### src/rtl/corr_pkg.sv
// Shared definitions for the correlation search controller: scan state
// encoding, default geometry/width parameters and a sizing helper.
package corr_pkg;

  localparam int COORD_W_DEF   = 13;
  localparam int CORR_W_DEF    = 32;
  localparam int STEP_W_DEF    = 4;
  localparam int LED_DIV_W_DEF = 26;
  localparam int TIMEOUT_DEF   = 1024;

  typedef enum logic [2:0] {
    ST_IDLE,
    ST_ISSUE,
    ST_WAIT,
    ST_NEXT,
    ST_DONE
  } state_t;

  // Width of a counter that must reach timeoutCycles-1; at least one bit so
  // the counter still exists when the timeout is disabled.
  function automatic int timeoutCntWidth(input int timeoutCycles);
    return (timeoutCycles <= 2) ? 1 : $clog2(timeoutCycles);
  endfunction

endpackage

### src/rtl/corr_raster_gen.sv
// ROI raster coordinate generator. Latches the region bounds and step on
// load, then walks X fastest, Y slowest, with one extra bit of headroom so a
// step past the top of the coordinate range ends the scan instead of wrapping.
module corr_raster_gen
  import corr_pkg::*;
#(
  parameter int COORD_W = COORD_W_DEF,
  parameter int STEP_W  = STEP_W_DEF
) (
  input  logic               iCLK,
  input  logic               iRST_N,
  input  logic               iLoad,
  input  logic               iAdvance,
  input  logic [COORD_W-1:0] iXStart,
  input  logic [COORD_W-1:0] iXEnd,
  input  logic [COORD_W-1:0] iYStart,
  input  logic [COORD_W-1:0] iYEnd,
  input  logic [STEP_W-1:0]  iStep,
  output logic [COORD_W-1:0] oX,
  output logic [COORD_W-1:0] oY,
  output logic               oLast
);

  localparam int EXT_W = COORD_W + 1;

  logic [COORD_W-1:0] xStartQ;
  logic [COORD_W-1:0] xEndQ;
  logic [COORD_W-1:0] yEndQ;
  logic [STEP_W-1:0]  stepQ;
  logic [EXT_W-1:0]   nx;
  logic [EXT_W-1:0]   ny;
  logic               xWrap;
  logic               yWrap;

  assign nx    = {1'b0, oX} + EXT_W'(stepQ);
  assign ny    = {1'b0, oY} + EXT_W'(stepQ);
  assign xWrap = nx > {1'b0, xEndQ};
  assign yWrap = ny > {1'b0, yEndQ};
  // The current point is the final one when both axes would step past their end.
  assign oLast = xWrap && yWrap;

  // Latch the ROI on load, otherwise step to the next raster point.
  always_ff @(posedge iCLK or negedge iRST_N) begin
    // NOTE: sequential state uses non-blocking assignments so every register
    // samples the pre-edge values, independent of statement order.
    if (!iRST_N) begin
      xStartQ <= '0;
      xEndQ   <= '0;
      yEndQ   <= '0;
      stepQ   <= '0;
      oX      <= '0;
      oY      <= '0;
    end else if (iLoad) begin
      xStartQ <= iXStart;
      xEndQ   <= iXEnd;
      yEndQ   <= iYEnd;
      stepQ   <= iStep;
      oX      <= iXStart;
      oY      <= iYStart;
    end else if (iAdvance && !oLast) begin
      if (xWrap) begin
        oX <= xStartQ;
        oY <= ny[COORD_W-1:0];
      end else begin
        oX <= nx[COORD_W-1:0];
      end
    end
  end

endmodule

### src/rtl/corr_search_ctrl.sv
// Correlation search controller: issues ROI candidates to the correlator over
// a req/valid handshake, tracks the best (first-maximum) correlation and its
// coordinates, handles per-point timeout and abort, and drives a status LED.
module corr_search_ctrl
  import corr_pkg::*;
#(
  parameter int COORD_W   = COORD_W_DEF,
  parameter int CORR_W    = CORR_W_DEF,
  parameter int STEP_W    = STEP_W_DEF,
  parameter int LED_DIV_W = LED_DIV_W_DEF,
  parameter int TIMEOUT   = TIMEOUT_DEF
) (
  input  logic               iCLK,
  input  logic               iRST_N,
  input  logic               iFrameDone,
  input  logic               iAbort,
  input  logic [COORD_W-1:0] iXStart,
  input  logic [COORD_W-1:0] iXEnd,
  input  logic [COORD_W-1:0] iYStart,
  input  logic [COORD_W-1:0] iYEnd,
  input  logic [STEP_W-1:0]  iStep,
  output logic               oReq,
  output logic [COORD_W-1:0] oX,
  output logic [COORD_W-1:0] oY,
  input  logic               iCorrValid,
  input  logic [CORR_W-1:0]  iCorrValue,
  output logic [COORD_W-1:0] oXresult,
  output logic [COORD_W-1:0] oYresult,
  output logic [CORR_W-1:0]  oBestCorr,
  output logic               oResultValid,
  output logic               oBusy,
  output logic               oTimeout,
  output logic               oCfgErr,
  output logic               oStatusLed
);

  localparam int              TO_W    = timeoutCntWidth(TIMEOUT);
  localparam logic [TO_W-1:0] TO_LAST = TO_W'((TIMEOUT == 0) ? 0 : TIMEOUT - 1);
  localparam bit              TO_EN   = (TIMEOUT != 0);

  state_t               state;
  logic                 frameDoneQ;
  logic                 startQ;
  logic                 haveSample;
  logic [TO_W-1:0]      waitCnt;
  logic [LED_DIV_W-1:0] ledCnt;
  logic [COORD_W-1:0]   genX;
  logic [COORD_W-1:0]   genY;
  logic                 genLast;
  logic                 genLoad;
  logic                 genAdvance;
  logic                 cfgBad;

  assign cfgBad     = (iXStart > iXEnd) || (iYStart > iYEnd) || (iStep == '0);
  assign genLoad    = startQ && !iAbort && !cfgBad &&
                      ((state == ST_IDLE) || (state == ST_DONE));
  assign genAdvance = (state == ST_NEXT) && !iAbort;

  // Heartbeat while scanning, dark when idle, steady on when a result is held.
  assign oStatusLed = (state == ST_DONE) || (oBusy && ledCnt[LED_DIV_W-1]);

  corr_raster_gen #(
    .COORD_W (COORD_W),
    .STEP_W  (STEP_W)
  ) u_raster (
    .iCLK     (iCLK),
    .iRST_N   (iRST_N),
    .iLoad    (genLoad),
    .iAdvance (genAdvance),
    .iXStart  (iXStart),
    .iXEnd    (iXEnd),
    .iYStart  (iYStart),
    .iYEnd    (iYEnd),
    .iStep    (iStep),
    .oX       (genX),
    .oY       (genY),
    .oLast    (genLast)
  );

  // Registered rising-edge detect on iFrameDone produces a one-cycle start pulse.
  always_ff @(posedge iCLK or negedge iRST_N) begin
    if (!iRST_N) begin
      frameDoneQ <= 1'b0;
      startQ     <= 1'b0;
    end else begin
      frameDoneQ <= iFrameDone;
      startQ     <= iFrameDone && !frameDoneQ;
    end
  end

  // Free-running divider for the busy heartbeat.
  always_ff @(posedge iCLK or negedge iRST_N) begin
    if (!iRST_N) ledCnt <= '0;
    else         ledCnt <= ledCnt + 1'b1;
  end

  // Scan FSM with handshake, max tracking, timeout and registered outputs.
  always_ff @(posedge iCLK or negedge iRST_N) begin
    if (!iRST_N) begin
      state        <= ST_IDLE;
      oReq         <= 1'b0;
      oX           <= '0;
      oY           <= '0;
      oXresult     <= '0;
      oYresult     <= '0;
      oBestCorr    <= '0;
      oResultValid <= 1'b0;
      oBusy        <= 1'b0;
      oTimeout     <= 1'b0;
      oCfgErr      <= 1'b0;
      haveSample   <= 1'b0;
      waitCnt      <= '0;
    end else if (iAbort) begin
      state        <= ST_IDLE;
      oReq         <= 1'b0;
      oBusy        <= 1'b0;
      oResultValid <= 1'b0;
      oXresult     <= '0;
      oYresult     <= '0;
      oBestCorr    <= '0;
      haveSample   <= 1'b0;
    end else begin
      case (state)
        ST_IDLE, ST_DONE: begin
          if (startQ) begin
            oXresult     <= '0;
            oYresult     <= '0;
            oBestCorr    <= '0;
            oResultValid <= 1'b0;
            oTimeout     <= 1'b0;
            haveSample   <= 1'b0;
            if (cfgBad) begin
              oCfgErr <= 1'b1;
              oBusy   <= 1'b0;
              state   <= ST_DONE;
            end else begin
              oCfgErr <= 1'b0;
              oBusy   <= 1'b1;
              state   <= ST_ISSUE;
            end
          end
        end
        ST_ISSUE: begin
          oX      <= genX;
          oY      <= genY;
          oReq    <= 1'b1;
          waitCnt <= '0;
          state   <= ST_WAIT;
        end
        ST_WAIT: begin
          if (iCorrValid) begin
            // First sample loads unconditionally; later ones only if strictly greater.
            if (!haveSample || (iCorrValue > oBestCorr)) begin
              oBestCorr <= iCorrValue;
              oXresult  <= oX;
              oYresult  <= oY;
            end
            haveSample <= 1'b1;
            oReq       <= 1'b0;
            state      <= ST_NEXT;
          end else if (TO_EN && (waitCnt == TO_LAST)) begin
            oTimeout <= 1'b1;
            oReq     <= 1'b0;
            state    <= ST_NEXT;
          end else begin
            waitCnt <= waitCnt + 1'b1;
          end
        end
        ST_NEXT: begin
          if (genLast) begin
            oBusy        <= 1'b0;
            oResultValid <= haveSample;
            state        <= ST_DONE;
          end else begin
            state <= ST_ISSUE;
          end
        end
        default: begin
          oReq  <= 1'b0;
          oBusy <= 1'b0;
          state <= ST_IDLE;
        end
      endcase
    end
  end

endmodule

### config.mk
export PLATFORM = sky130hd
export DESIGN_NAME = corr_search_ctrl
export DESIGN_NICKNAME = d
export VERILOG_FILES = /design/src/rtl/corr_pkg.sv /design/src/rtl/corr_raster_gen.sv /design/src/rtl/corr_search_ctrl.sv
export SDC_FILE = /design/constraint.sdc
export NUM_CORES = 1
export LEC_CHECK = 0
export CELL_PAD_IN_SITES_DETAIL_PLACEMENT = 1
export CELL_PAD_IN_SITES_GLOBAL_PLACEMENT = 2
export CORE_AREA = 4 4 192 194
export CTS_BUF_LIST = sky130_fd_sc_hd__clkbuf_2
export CTS_CLUSTER_DIAMETER = 100
export CTS_CLUSTER_SIZE = 20
export DETAILED_ROUTE_END_ITERATION = 6
export DIE_AREA = 0 0 196 198
export PLACE_DENSITY_LB_ADDON = 0.1
export SLEW_MARGIN = 10
export SYNTH_ARGS = -nofsm -noshare
export SYNTH_HDL_FRONTEND = slang
export SYNTH_SLANG_ARGS = --single-unit
### constraint.sdc
create_clock -name iCLK -period 3.9 [get_ports iCLK]
set_clock_uncertainty 0.1 [all_clocks]
set_input_delay 0.975 -clock iCLK [delete_from_list [all_inputs] [get_ports iCLK]]
set_output_delay 0.975 -clock iCLK [all_outputs]
set_load 0.005 [all_outputs]
==> results_dict.tcl <==
set metrics [dict create \
    hold_path_class "reg2reg" \
    r2r-start "u_raster.stepQ[1]" \
    cp_num_cells 20 \
    synth_edf_count 0 \
    dieArea_sq_um 38810 \
    power_density_nw_per_um2 524.7 \
    layout.area.seq_sq_um 5005 \
    slew-limit-headroom_pct 46.37 \
    grt_use_total_pct 17.54 \
    worstRegToRegCells 20 \
    cpMaxStageDelayCell "or4_4" \
    crit_start "u_raster.stepQ[1]" \
    multiInputGateArea_sq_um 5574 \
    clkLatencyLatePin_ps 850 \
    syn_area_per_cell_sq_um 9.996 \
    crit_buf_inv 6 \
    dp_hpwl_microns 26310 \
    rsz0062_at_grt "true" \
    period_share_pct 104.3 \
    critPathKind "reg2reg" \
    wire_per_inst_microns 18.53 \
    cts_root_buf "clkbuf_2" \
    final_cell_mix "200 x dfrtp_1, 181 x clkdlybuf4s50_1, 137 x nand2_1" \
    cts.sinks 200 \
    vias_per_cell 4.845 \
    cp_cell_sequence "buf_4 -> ha_1 -> a21oi_2 -> o211ai_1 -> nand2_1 -> buf_4 -> buf_4 -> xnor2_2 -> ha_1 -> nand4_1 -> or4_4 -> o311ai_4 -> nand3_4 -> buf_6 -> a21boi_4 -> nor2_4 -> buf_6 -> buf_6 -> o21ai_2 -> o21ai_1" \
    setup_viol 25 \
    synth_cell_types 63 \
    post-route-drc-count 0 \
    tns_ps -2510 \
    grt_overflow 0 \
    io_pins 183 \
    routed_wl_microns 34100 \
    cpPeakStageDelay_ps 490 \
    cts-buffers-inserted 17 \
    hold_viol_final 0 \
    yosys-top-cells-area "dfrtp_1 46%, ha_1 11%, a22o_1 5.0%" \
    grt_pass1_vias 9517 \
    port_buffers 182 \
    dpl_worst_slack_ps -375.6 \
    clk_pin_slew_ps 310 \
    cts_tree "built" \
    synth_seq_area_share_pct 46.40 \
    dr_total_vias 8915 \
    cp_top_family "simple AND/OR/NAND/NOR gates" \
    place_congestion 0.8016 \
    yosysWarnings 0 \
    status "complete, but fails checks" \
    period_needed_ps 4069 \
    cp.arrival_ps 4720 \
    die_h_microns 198 \
    fill_cells 4016 \
    violations "negative setup slack" \
    drive_gt1_share_pct 18.58 \
    core_sq_um 35220 \
    leakage_uw 0.006760 \
    initial_core_util_pct 30.62 \
    rows 69 \
    worstMarginPinSlew_ps 804.5 \
    critPathMaxFanout 4 \
    syn-num-nets 1268 \
    ir_drop_mv 0.2156 \
    crit_path_start_kind "flip-flop" \
    cp-end-kind "flip-flop" \
    ys.flop_type "dfrtp_1" \
    crit_required_ps 4560 \
    die_w_microns 196 \
    area_growth_pct 36.81 \
    async_flop_share_pct 100.0 \
    final_common_cell "dfrtp_1" \
    fin_cells 1840 \
    drv_slew 0 \
    nNetsFinal 1554 \
    setup_slack_ps -168.7 \
    synth_top_area_share_pct 46.40 \
    placedCellCount 1776 \
    postRouteAntennaNets 0 \
    rr_endpoint "u_raster.oX[12]" \
    reg2reg_slack_ps -170 \
    antenna_found_initial 1 \
    drtIter0Drc 356 \
    synth_cells 1079 \
    timing.fmax_ghz 0.2458 \
    ys_ff_latch 200 \
    max_cap_viol_count 0 \
    crit_end "u_raster.oX[12]" \
    fin_util_pct 41.89 \
    htreeDepth 4 \
    syn_area_sq_um 10790 \
    grt_max_degree 89 \
    synth_top_area_cell "dfrtp_1" \
    hold_ws_ps 313.4 \
    drt_pass1_iterations 4 \
    clockBufferDepth 2 \
    grt_pass1_wl_microns 53750 \
]
-- cells in the mapped netlist, drive strengths merged, types with 3 or more instances --
| library cell | count |
|---|---|
| and2 | 5 |
| xnor2 | 35 |
| buf | 17 |
| ha | 94 |
| nor3 | 15 |
| nand3 | 29 |
| nor2b | 8 |
| a22oi | 4 |
| nand4 | 21 |
| o31ai | 4 |
| a21boi | 4 |
| or3 | 3 |
| a22o | 62 |
| and4 | 3 |
| a21o | 15 |
| or2 | 4 |
| xor2 | 26 |
| o311ai | 3 |
| clkbuf | 21 |
| o21ai | 65 |
| dfrtp | 200 |
| nor4 | 3 |
| mux2 | 26 |
| nand2 | 143 |
| nand2b | 5 |
| a21oi | 46 |
| and3 | 12 |
| o221ai | 6 |
| o21a | 8 |
| inv | 104 |
| a31oi | 3 |
| nor2 | 54 |
| o22ai | 6 |
| o211ai | 4 |
-- metal layers --
| layer | vias to the layer above | track usage (%) | routed length [microns] |
|---|---|---|---|
| li1 | 4340 | - | - |
| met1 | 4420 | 24.26 | 16420 |
| met2 | 134 | 29.46 | 16420 |
| met3 | 21 | 2.365 | 829 |
| met4 | 0 | 3.982 | 442 |
| met5 | - | 0 | 0 |
-- cell type report --
| cell class | count | share of cell area (%) |
|---|---|---|
| sequential | 200 | 33.92 |
| multi-input combinational | 737 | 37.78 |
| tap | 461 | 3.909 |
| clock inverter | 15 | 0.9328 |
| timing repair buffer | 305 | 20.22 |
| inverter | 104 | 2.646 |
| antenna | 1 | 0.01696 |
| clock buffer | 17 | 0.5766 |
-- per-stage QoR --
stage	power, uW	area, sq um
after CTS	7633	14470
after global placement	6248	13870
final	7743	14760
after global routing	8408	14760
after detailed placement	6313	13870
after floorplan	4672	10790
-- state kept, by name (all words and copies together), names as in the netlist, 13 cells and up --
register and cells:
oBestCorr 32, ledCnt 26, oX 13, oXresult 13, oY 13, oYresult 13
u_raster.oX 13, u_raster.oY 13, u_raster.xEndQ 13, u_raster.xStartQ 13, u_raster.yEndQ 13
-- cell families (layout without fill, tap and decap cells) --
kind of cell | after synthesis | count (layout) | synth area share, %
other | 0 | 1 | 0
muxes | 27 | 27 | 2.807
adders and majority gates | 96 | 96 | 11.28
DFF | 200 | 200 | 46.40
and+or+nand+nor | 307 | 307 | 13.25
AOI/OAI and AO/OA | 246 | 246 | 15.95
xor gates and xnor gates | 61 | 61 | 4.954
buffers and inverters | 142 | 441 | 5.360
-- power by group --
part	internal, uW	switching (uW)
registers	2530	457
clock network	199	819
logic	1930	1800
total	4660	3080
-- worst register-to-register path, stage by stage, from the launching register on --
cell and delay, ps:
dfrtp_1 440, buf_4 140, ha_1 280, a21oi_2 60
o211ai_1 270, nand2_1 130, buf_4 150, buf_4 140
xnor2_2 150, ha_1 320, nand4_1 170, or4_4 490
o311ai_4 90, nand3_4 160, buf_6 160, a21boi_4 140
nor2_4 170, buf_6 140, buf_6 120, o21ai_2 60
o21ai_1 140
-- what timing repair did --
| item | in CTS | in global routing |
|---|---|---|
| resized for setup | 63 | 44 |
| hold endpoints to repair | 11 | 0 |
| setup endpoints to repair | 30 | 30 |
| buffers inserted | 23 | 12 |
| hold buffers | 1 | 0 |
| pin swaps | 39 | 48 |
-- worst min path at each step --
| stage | slack [ps] | depth (start not counted) | to | start |
|---|---|---|---|---|
| after floorplan | 280 | 1 | startQ | frameDoneQ |
| after global placement | 280 | 1 | startQ | frameDoneQ |
| after detailed placement | 290 | 1 | startQ | frameDoneQ |
| after CTS | 320 | 1 | startQ | frameDoneQ |
| after global routing | 320 | 1 | startQ | frameDoneQ |
| final | 310 | 1 | startQ | frameDoneQ |
(Power assumes the default switching activity.)
